==> src/rtl/boot_loader_ctrl.sv <==
// boot_loader_ctrl: boot sequencer for the single-cycle core.
// The block owns the instruction and data BRAM write ports while a program
// and data image arrive over a valid/ready stream. It then releases the core
// to run for a programmed number of cycles, or until halt_req is seen.
// Ports:
//   clk, rst (async, active-low)
//   start, d_words, i_words, run_cycles, halt_req : sequence control
//   ld_valid, ld_data, ld_ready                    : load stream
//   d_w_addr/d_w_dat/d_w_enb, i_w_addr/i_w_dat/i_w_enb : BRAM write ports
//   d_bram_init_done, pc_stall, i_r_enb, rd_enbl   : core run controls
//   busy, done, err                                : status
module boot_loader_ctrl #(
  parameter int ADDR_WIDTH = 10,
  parameter int DATA_WIDTH = 32
) (
  input  logic                  clk,
  input  logic                  rst,
  input  logic                  start,
  input  logic [8:0]            d_words,
  input  logic [8:0]            i_words,
  input  logic [15:0]           run_cycles,
  input  logic                  halt_req,
  input  logic                  ld_valid,
  input  logic [DATA_WIDTH-1:0] ld_data,
  output logic                  ld_ready,
  output logic [ADDR_WIDTH-1:0] d_w_addr,
  output logic [DATA_WIDTH-1:0] d_w_dat,
  output logic                  d_w_enb,
  output logic [ADDR_WIDTH-1:0] i_w_addr,
  output logic [DATA_WIDTH-1:0] i_w_dat,
  output logic                  i_w_enb,
  output logic                  d_bram_init_done,
  output logic                  pc_stall,
  output logic                  i_r_enb,
  output logic                  rd_enbl,
  output logic                  busy,
  output logic                  done,
  output logic                  err
);

  typedef enum logic [2:0] {
    IDLE   = 3'd0,
    LOAD_D = 3'd1,
    LOAD_I = 3'd2,
    FLUSH  = 3'd3,
    RUN    = 3'd4,
    HALT   = 3'd5
  } state_t;

  state_t                state_r, nxt_state_s;
  logic                  err_r, nxt_err_s;
  logic [8:0]            rem_r, nxt_rem_s;          // words still to load in current phase
  logic [8:0]            i_words_r, nxt_i_words_s;
  logic [15:0]           run_len_r, nxt_run_len_s;
  logic [15:0]           run_cnt_r, nxt_run_cnt_s;
  logic [7:0]            idx_r, nxt_idx_s;          // word index within current BRAM
  logic                  hs_s;
  logic                  ld_ready_s;
  logic [ADDR_WIDTH-1:0] word_addr_s;

  logic                  d_w_enb_r, i_w_enb_r;
  logic [ADDR_WIDTH-1:0] d_w_addr_r, i_w_addr_r;
  logic [DATA_WIDTH-1:0] d_w_dat_r, i_w_dat_r;
  logic                  pc_stall_r, i_r_enb_r, rd_enbl_r, init_done_r, busy_r, done_r;
  logic                  nxt_pc_stall_s, nxt_i_r_enb_s, nxt_rd_enbl_s;
  logic                  nxt_init_done_s, nxt_busy_s, nxt_done_s;

  assign ld_ready_s  = (state_r == LOAD_D) || (state_r == LOAD_I);
  assign hs_s        = ld_valid && ld_ready_s;
  assign word_addr_s = ADDR_WIDTH'({idx_r, 2'b00});

  // Next-state and bookkeeping; load phases terminate on the word count, not the index.
  always_comb begin
    nxt_state_s   = state_r;
    nxt_err_s     = err_r;
    nxt_rem_s     = rem_r;
    nxt_i_words_s = i_words_r;
    nxt_run_len_s = run_len_r;
    nxt_run_cnt_s = run_cnt_r;
    nxt_idx_s     = idx_r;
    case (state_r)
      IDLE, HALT: begin
        if (start) begin
          if ((d_words > 9'd256) || (i_words > 9'd256)) begin
            nxt_err_s = 1'b1;
          end else begin
            nxt_err_s     = 1'b0;
            nxt_i_words_s = i_words;
            nxt_run_len_s = run_cycles;
            nxt_run_cnt_s = 16'd0;
            nxt_idx_s     = 8'd0;
            if (d_words != 9'd0) begin
              nxt_state_s = LOAD_D;
              nxt_rem_s   = d_words;
            end else if (i_words != 9'd0) begin
              nxt_state_s = LOAD_I;
              nxt_rem_s   = i_words;
            end else begin
              nxt_state_s = FLUSH;
              nxt_rem_s   = 9'd0;
            end
          end
        end else begin
          nxt_state_s = state_r;
        end
      end
      LOAD_D: begin
        if (hs_s) begin
          if (rem_r == 9'd1) begin
            nxt_idx_s = 8'd0;
            if (i_words_r != 9'd0) begin
              nxt_state_s = LOAD_I;
              nxt_rem_s   = i_words_r;
            end else begin
              nxt_state_s = FLUSH;
              nxt_rem_s   = 9'd0;
            end
          end else begin
            nxt_idx_s = idx_r + 8'd1;
            nxt_rem_s = rem_r - 9'd1;
          end
        end else begin
          nxt_state_s = state_r;
        end
      end
      LOAD_I: begin
        if (hs_s) begin
          if (rem_r == 9'd1) begin
            nxt_idx_s   = 8'd0;
            nxt_state_s = FLUSH;
            nxt_rem_s   = 9'd0;
          end else begin
            nxt_idx_s = idx_r + 8'd1;
            nxt_rem_s = rem_r - 9'd1;
          end
        end else begin
          nxt_state_s = state_r;
        end
      end
      FLUSH: begin
        nxt_state_s   = RUN;
        nxt_run_cnt_s = 16'd0;
      end
      RUN: begin
        // A zero budget never matches, so the core runs until halt_req.
        if (halt_req) begin
          nxt_state_s = HALT;
        end else if ((run_len_r != 16'd0) && (run_cnt_r == (run_len_r - 16'd1))) begin
          nxt_state_s = HALT;
        end else begin
          nxt_run_cnt_s = run_cnt_r + 16'd1;
        end
      end
      default: begin
        nxt_state_s = IDLE;
      end
    endcase
  end

  // Run-control decode of the next state, so the registered outputs track the state register.
  always_comb begin
    nxt_pc_stall_s  = 1'b1;
    nxt_i_r_enb_s   = 1'b0;
    nxt_rd_enbl_s   = 1'b0;
    nxt_init_done_s = 1'b0;
    nxt_busy_s      = 1'b0;
    nxt_done_s      = 1'b0;
    case (nxt_state_s)
      LOAD_D, LOAD_I, FLUSH: begin
        nxt_busy_s = 1'b1;
      end
      RUN: begin
        nxt_pc_stall_s  = 1'b0;
        nxt_i_r_enb_s   = 1'b1;
        nxt_rd_enbl_s   = 1'b1;
        nxt_init_done_s = 1'b1;
        nxt_busy_s      = 1'b1;
      end
      HALT: begin
        nxt_rd_enbl_s   = 1'b1;
        nxt_init_done_s = 1'b1;
        nxt_done_s      = 1'b1;
      end
      default: begin
        nxt_busy_s = 1'b0;
      end
    endcase
  end

  // State register.
  always_ff @(posedge clk or negedge rst) begin
    if (!rst) begin
      state_r <= IDLE;
    end else begin
      state_r <= nxt_state_s;
    end
  end

  // Bookkeeping, BRAM write ports and run-control output registers.
  always_ff @(posedge clk or negedge rst) begin
    if (!rst) begin
      err_r       <= 1'b0;
      rem_r       <= 9'd0;
      i_words_r   <= 9'd0;
      run_len_r   <= 16'd0;
      run_cnt_r   <= 16'd0;
      idx_r       <= 8'd0;
      d_w_enb_r   <= 1'b0;
      d_w_addr_r  <= '0;
      d_w_dat_r   <= '0;
      i_w_enb_r   <= 1'b0;
      i_w_addr_r  <= '0;
      i_w_dat_r   <= '0;
      pc_stall_r  <= 1'b1;
      i_r_enb_r   <= 1'b0;
      rd_enbl_r   <= 1'b0;
      init_done_r <= 1'b0;
      busy_r      <= 1'b0;
      done_r      <= 1'b0;
    end else begin
      err_r       <= nxt_err_s;
      rem_r       <= nxt_rem_s;
      i_words_r   <= nxt_i_words_s;
      run_len_r   <= nxt_run_len_s;
      run_cnt_r   <= nxt_run_cnt_s;
      idx_r       <= nxt_idx_s;
      d_w_enb_r   <= hs_s && (state_r == LOAD_D);
      i_w_enb_r   <= hs_s && (state_r == LOAD_I);
      if (hs_s && (state_r == LOAD_D)) begin
        d_w_addr_r <= word_addr_s;
        d_w_dat_r  <= ld_data;
      end
      if (hs_s && (state_r == LOAD_I)) begin
        i_w_addr_r <= word_addr_s;
        i_w_dat_r  <= ld_data;
      end
      pc_stall_r  <= nxt_pc_stall_s;
      i_r_enb_r   <= nxt_i_r_enb_s;
      rd_enbl_r   <= nxt_rd_enbl_s;
      init_done_r <= nxt_init_done_s;
      busy_r      <= nxt_busy_s;
      done_r      <= nxt_done_s;
    end
  end

  assign ld_ready         = ld_ready_s;
  assign d_w_addr         = d_w_addr_r;
  assign d_w_dat          = d_w_dat_r;
  assign d_w_enb          = d_w_enb_r;
  assign i_w_addr         = i_w_addr_r;
  assign i_w_dat          = i_w_dat_r;
  assign i_w_enb          = i_w_enb_r;
  assign d_bram_init_done = init_done_r;
  assign pc_stall         = pc_stall_r;
  assign i_r_enb          = i_r_enb_r;
  assign rd_enbl          = rd_enbl_r;
  assign busy             = busy_r;
  assign done             = done_r;
  assign err              = err_r;

endmodule
==> config.mk <==
export PLATFORM = sky130hd
export DESIGN_NAME = boot_loader_ctrl
export DESIGN_NICKNAME = d
export VERILOG_FILES = /design/src/rtl/boot_loader_ctrl.sv
export SDC_FILE = /design/constraint.sdc
export NUM_CORES = 1
export LEC_CHECK = 0
export ABC_CLOCK_PERIOD_IN_PS = 3350
export CAP_MARGIN = 10
export CELL_PAD_IN_SITES_DETAIL_PLACEMENT = 2
export CELL_PAD_IN_SITES_GLOBAL_PLACEMENT = 2
export CORE_ASPECT_RATIO = 0.6
export CORE_MARGIN = 5
export CORE_UTILIZATION = 28
export CTS_BUF_LIST = sky130_fd_sc_hd__clkbuf_16
export DETAILED_ROUTE_END_ITERATION = 8
export PLACE_DENSITY_LB_ADDON = 0.1
export SLEW_MARGIN = 20
export SYNTH_ARGS = -nofsm -noshare
export SYNTH_HDL_FRONTEND = slang
export SYNTH_SLANG_ARGS = --single-unit
==> constraint.sdc <==
create_clock -name clk -period 3.35 [get_ports clk]
set_input_delay 0.8375 -clock clk [delete_from_list [all_inputs] [get_ports clk]]
set_output_delay 0.8375 -clock clk [all_outputs]
set_load 0.05 [all_outputs]
==> out/results.ini <==
[layout]
multiInputGateArea_mm2 = 0.00312
layout.nets = 933
layoutNonFillerInstCount = 1199
area_growth_syn_to_layout_pct = 40.4
postLayoutCellArea_mm2 = 0.00990
num-fill-cells = 2652
layout-drive-gt1-share_pct = 19.9
area.sequential_mm2 = 0.00373
postLayoutCoreUtil_pct = 39.5
final_cell_mix = 159 x clkdlybuf4s50_1, 148 x dfrtp_1, 92 x nand2_1
final_common_cell = clkdlybuf4s50_1
antennaDiodeCount = 0

[clock_tree]
cts_max_level = 4
clkSlewWorstSetupHoldPaths_ps = 60
cts-hold-fix-buffers = 0
cts_inserted_buffers = 17
cts_num_sinks = 149
tritoncts = yes
clock_latency_ps = 430
max-clock-path-buffers = 2
cts-root-buf = clkbuf_16

[place]
detailedPlace.worstSlack_ps = -272
hpwlAfterDp_um = 19100
dpl_cell_area_mm2 = 0.00930
placed_cells_incl_taps = 1166
numPortBuffers = 160
routabilityCongestion = 0.799

[detailed_routing]
detail-route-antenna-nets = 0
router_iterations_before_antenna_repair = 4
detail_route.drc_violations = 0
detail_route.iter0.violations = 191
routed_via_density = 4.93
finalWirelength_um = 24800
vias = 5913
drt-wirelength-per-cell_um = 20.7

[timing]
fin_worst_hold_slack_ps = 245
slew_viol_final = 0
setup-violations-final = 0
finalClockSkew_ps = 13.3
normalized_max_slew_margin_pct = 33.8
setup-tns-final_ps = 0
maximum_clock_rate_mhz = 308
setup_ws_ps = 106
tightest_slew_ps = 984
tcrit_tclk_final_pct = 96.8
hold_viol_final = 0
finalWorstPathRequiredPeriod_ps = 3240

[critical_path]
worst_ep_required_time_ps = 2510
crit_path_end_kind = output port
worstSetupStartpointType = register
timing.critical_path.arrival_ps = 2410
critPathMaxFanout = 9
critPathKind = register to output port

[die]
floorplan.initialDensity_pct = 28.1
die-area_mm2 = 0.0286
die_w_um = 215
floorplan.core_area_mm2 = 0.0251
core.rowCount = 45
num_io_pins = 165
die-height_um = 133

[global_route]
maximum_number_of_pins_on_one_net_before_global_route_repair = 62
grt_antenna_before_repair = 0
grt_util_all_layers_pct = 17.5
grt_pass1_wl_um = 39500
grt_pass1_vias = 6608
total_overflow_reported_by_the_global_router = 0

[power_and_ir_drop]
worst_ir_drop_vdd_uv = 368
design_power_total_mw = 8.78
power.density_mw_per_mm2 = 887
power_leakage_nw = 4.34

[synth]
ys_ff_latch = 149
yosys_most_used_dff = dfrtp_1
async_flop_share_pct = 100
syn_area_per_cell_um2 = 10.5
yosysSeqAreaShare_pct = 52.9
post_synth_instance_area_mm2 = 0.00705
syn_inst = 669
synth.yosys.warnings = 0
synth_enable_flop_cells = 0
distinct_cell_type_count_of_the_synthesized_netlist = 59

[job]
max-cap-violations = 0

[outcome]
run_status = finished, final reports clean

[min_path]
hold_class = input pin to asynchronous set/reset pin

-- sequential cells by signal (all words and copies together), names as in the netlist, 3 cells and up --
| signal | flops |
|---|---|
| d_w_addr | 8 |
| i_w_addr | 8 |
| idx_r | 8 |
| i_w_dat | 32 |
| i_words_r | 9 |
| d_w_dat | 32 |
| state_r | 3 |
| run_cnt_r | 16 |
| run_len_r | 16 |
| rem_r | 9 |
-- layout make-up --
| type | count | area share [%] |
|---|---|---|
| flip-flops and latches | 149 | 37.7 |
| multi-input cells | 466 | 31.5 |
| repair buffers | 208 | 20.4 |
| clock buffers | 17 | 4.30 |
| well taps | 329 | 4.16 |
| clock inverters | 15 | 1.44 |
| inverters | 15 | 0.569 |
-- final timing paths --
path,startpoint,to,slack [ps],cells after the start
worst min register to register,err,err,500,2
max in group asynchronous,rst,pc_stall,2350,2
worst min-delay path,rst,run_len_r[6],250,1
worst max register to register,run_len_r[0],run_cnt_r[10],150,11
min in group clk,err,err,500,2
worst max-delay path,state_r[1],ld_ready,110,4
-- logic make-up after synthesis --
kind of cell / after synthesis / share of synthesized area (%)
and+or+nand+nor: 235 / 16.7
DFF: 149 / 52.9
AOI/OAI and AO/OA: 119 / 10.2
muxes: 85 / 13.5
buffers and inverters: 57 / 3.51
xor gates and xnor gates: 18 / 2.24
adders and majority gates: 5 / 0.887
other: 1 / 0.0532
-- cell usage after synthesis, drive strengths merged, types with 10 or more instances --
master,n,area (um^2)
a21oi,27,135
and3,10,62.6
buf,11,75.1
clkbuf,31,116
dfrtp,148,3700
inv,15,56.3
mux2,82,923
nand2,93,352
nand3,22,110
nor2,36,135
nor4,13,96.3
o21ai,50,254
xor2,10,87.6
-- layer usage --
metal	vias to the layer above	global-route usage [%]	wire [um]	share of wire, %
li1	2746	-	-	-
met1	3032	26.2	12900	52
met2	123	26.1	10600	43
met3	12	4.25	1190	4.8
met4	0	3.29	172	0.69
met5	-	0	0	0
-- report_power, final --
part / switching (mW) / internal [mW] / total, mW
registers: 0.500 / 2.36 / 2.86
logic: 2.53 / 1.52 / 4.05
clock network: 0.788 / 1.09 / 1.88
-- critical path, stage by stage, from the launching register on --
cell and delay (ps):
dfrtp_1 500, xnor2_1 200, or2_2 370, inv_1 100, clkdlybuf4s50_1 810
-- what timing repair did --
| action | in CTS | in global routing |
|---|---|---|
| resized for setup | 0 | 5 |
| setup endpoints to repair | 0 | 15 |
| setup buffers | 0 | 1 |
(Power assumes the default switching activity.)
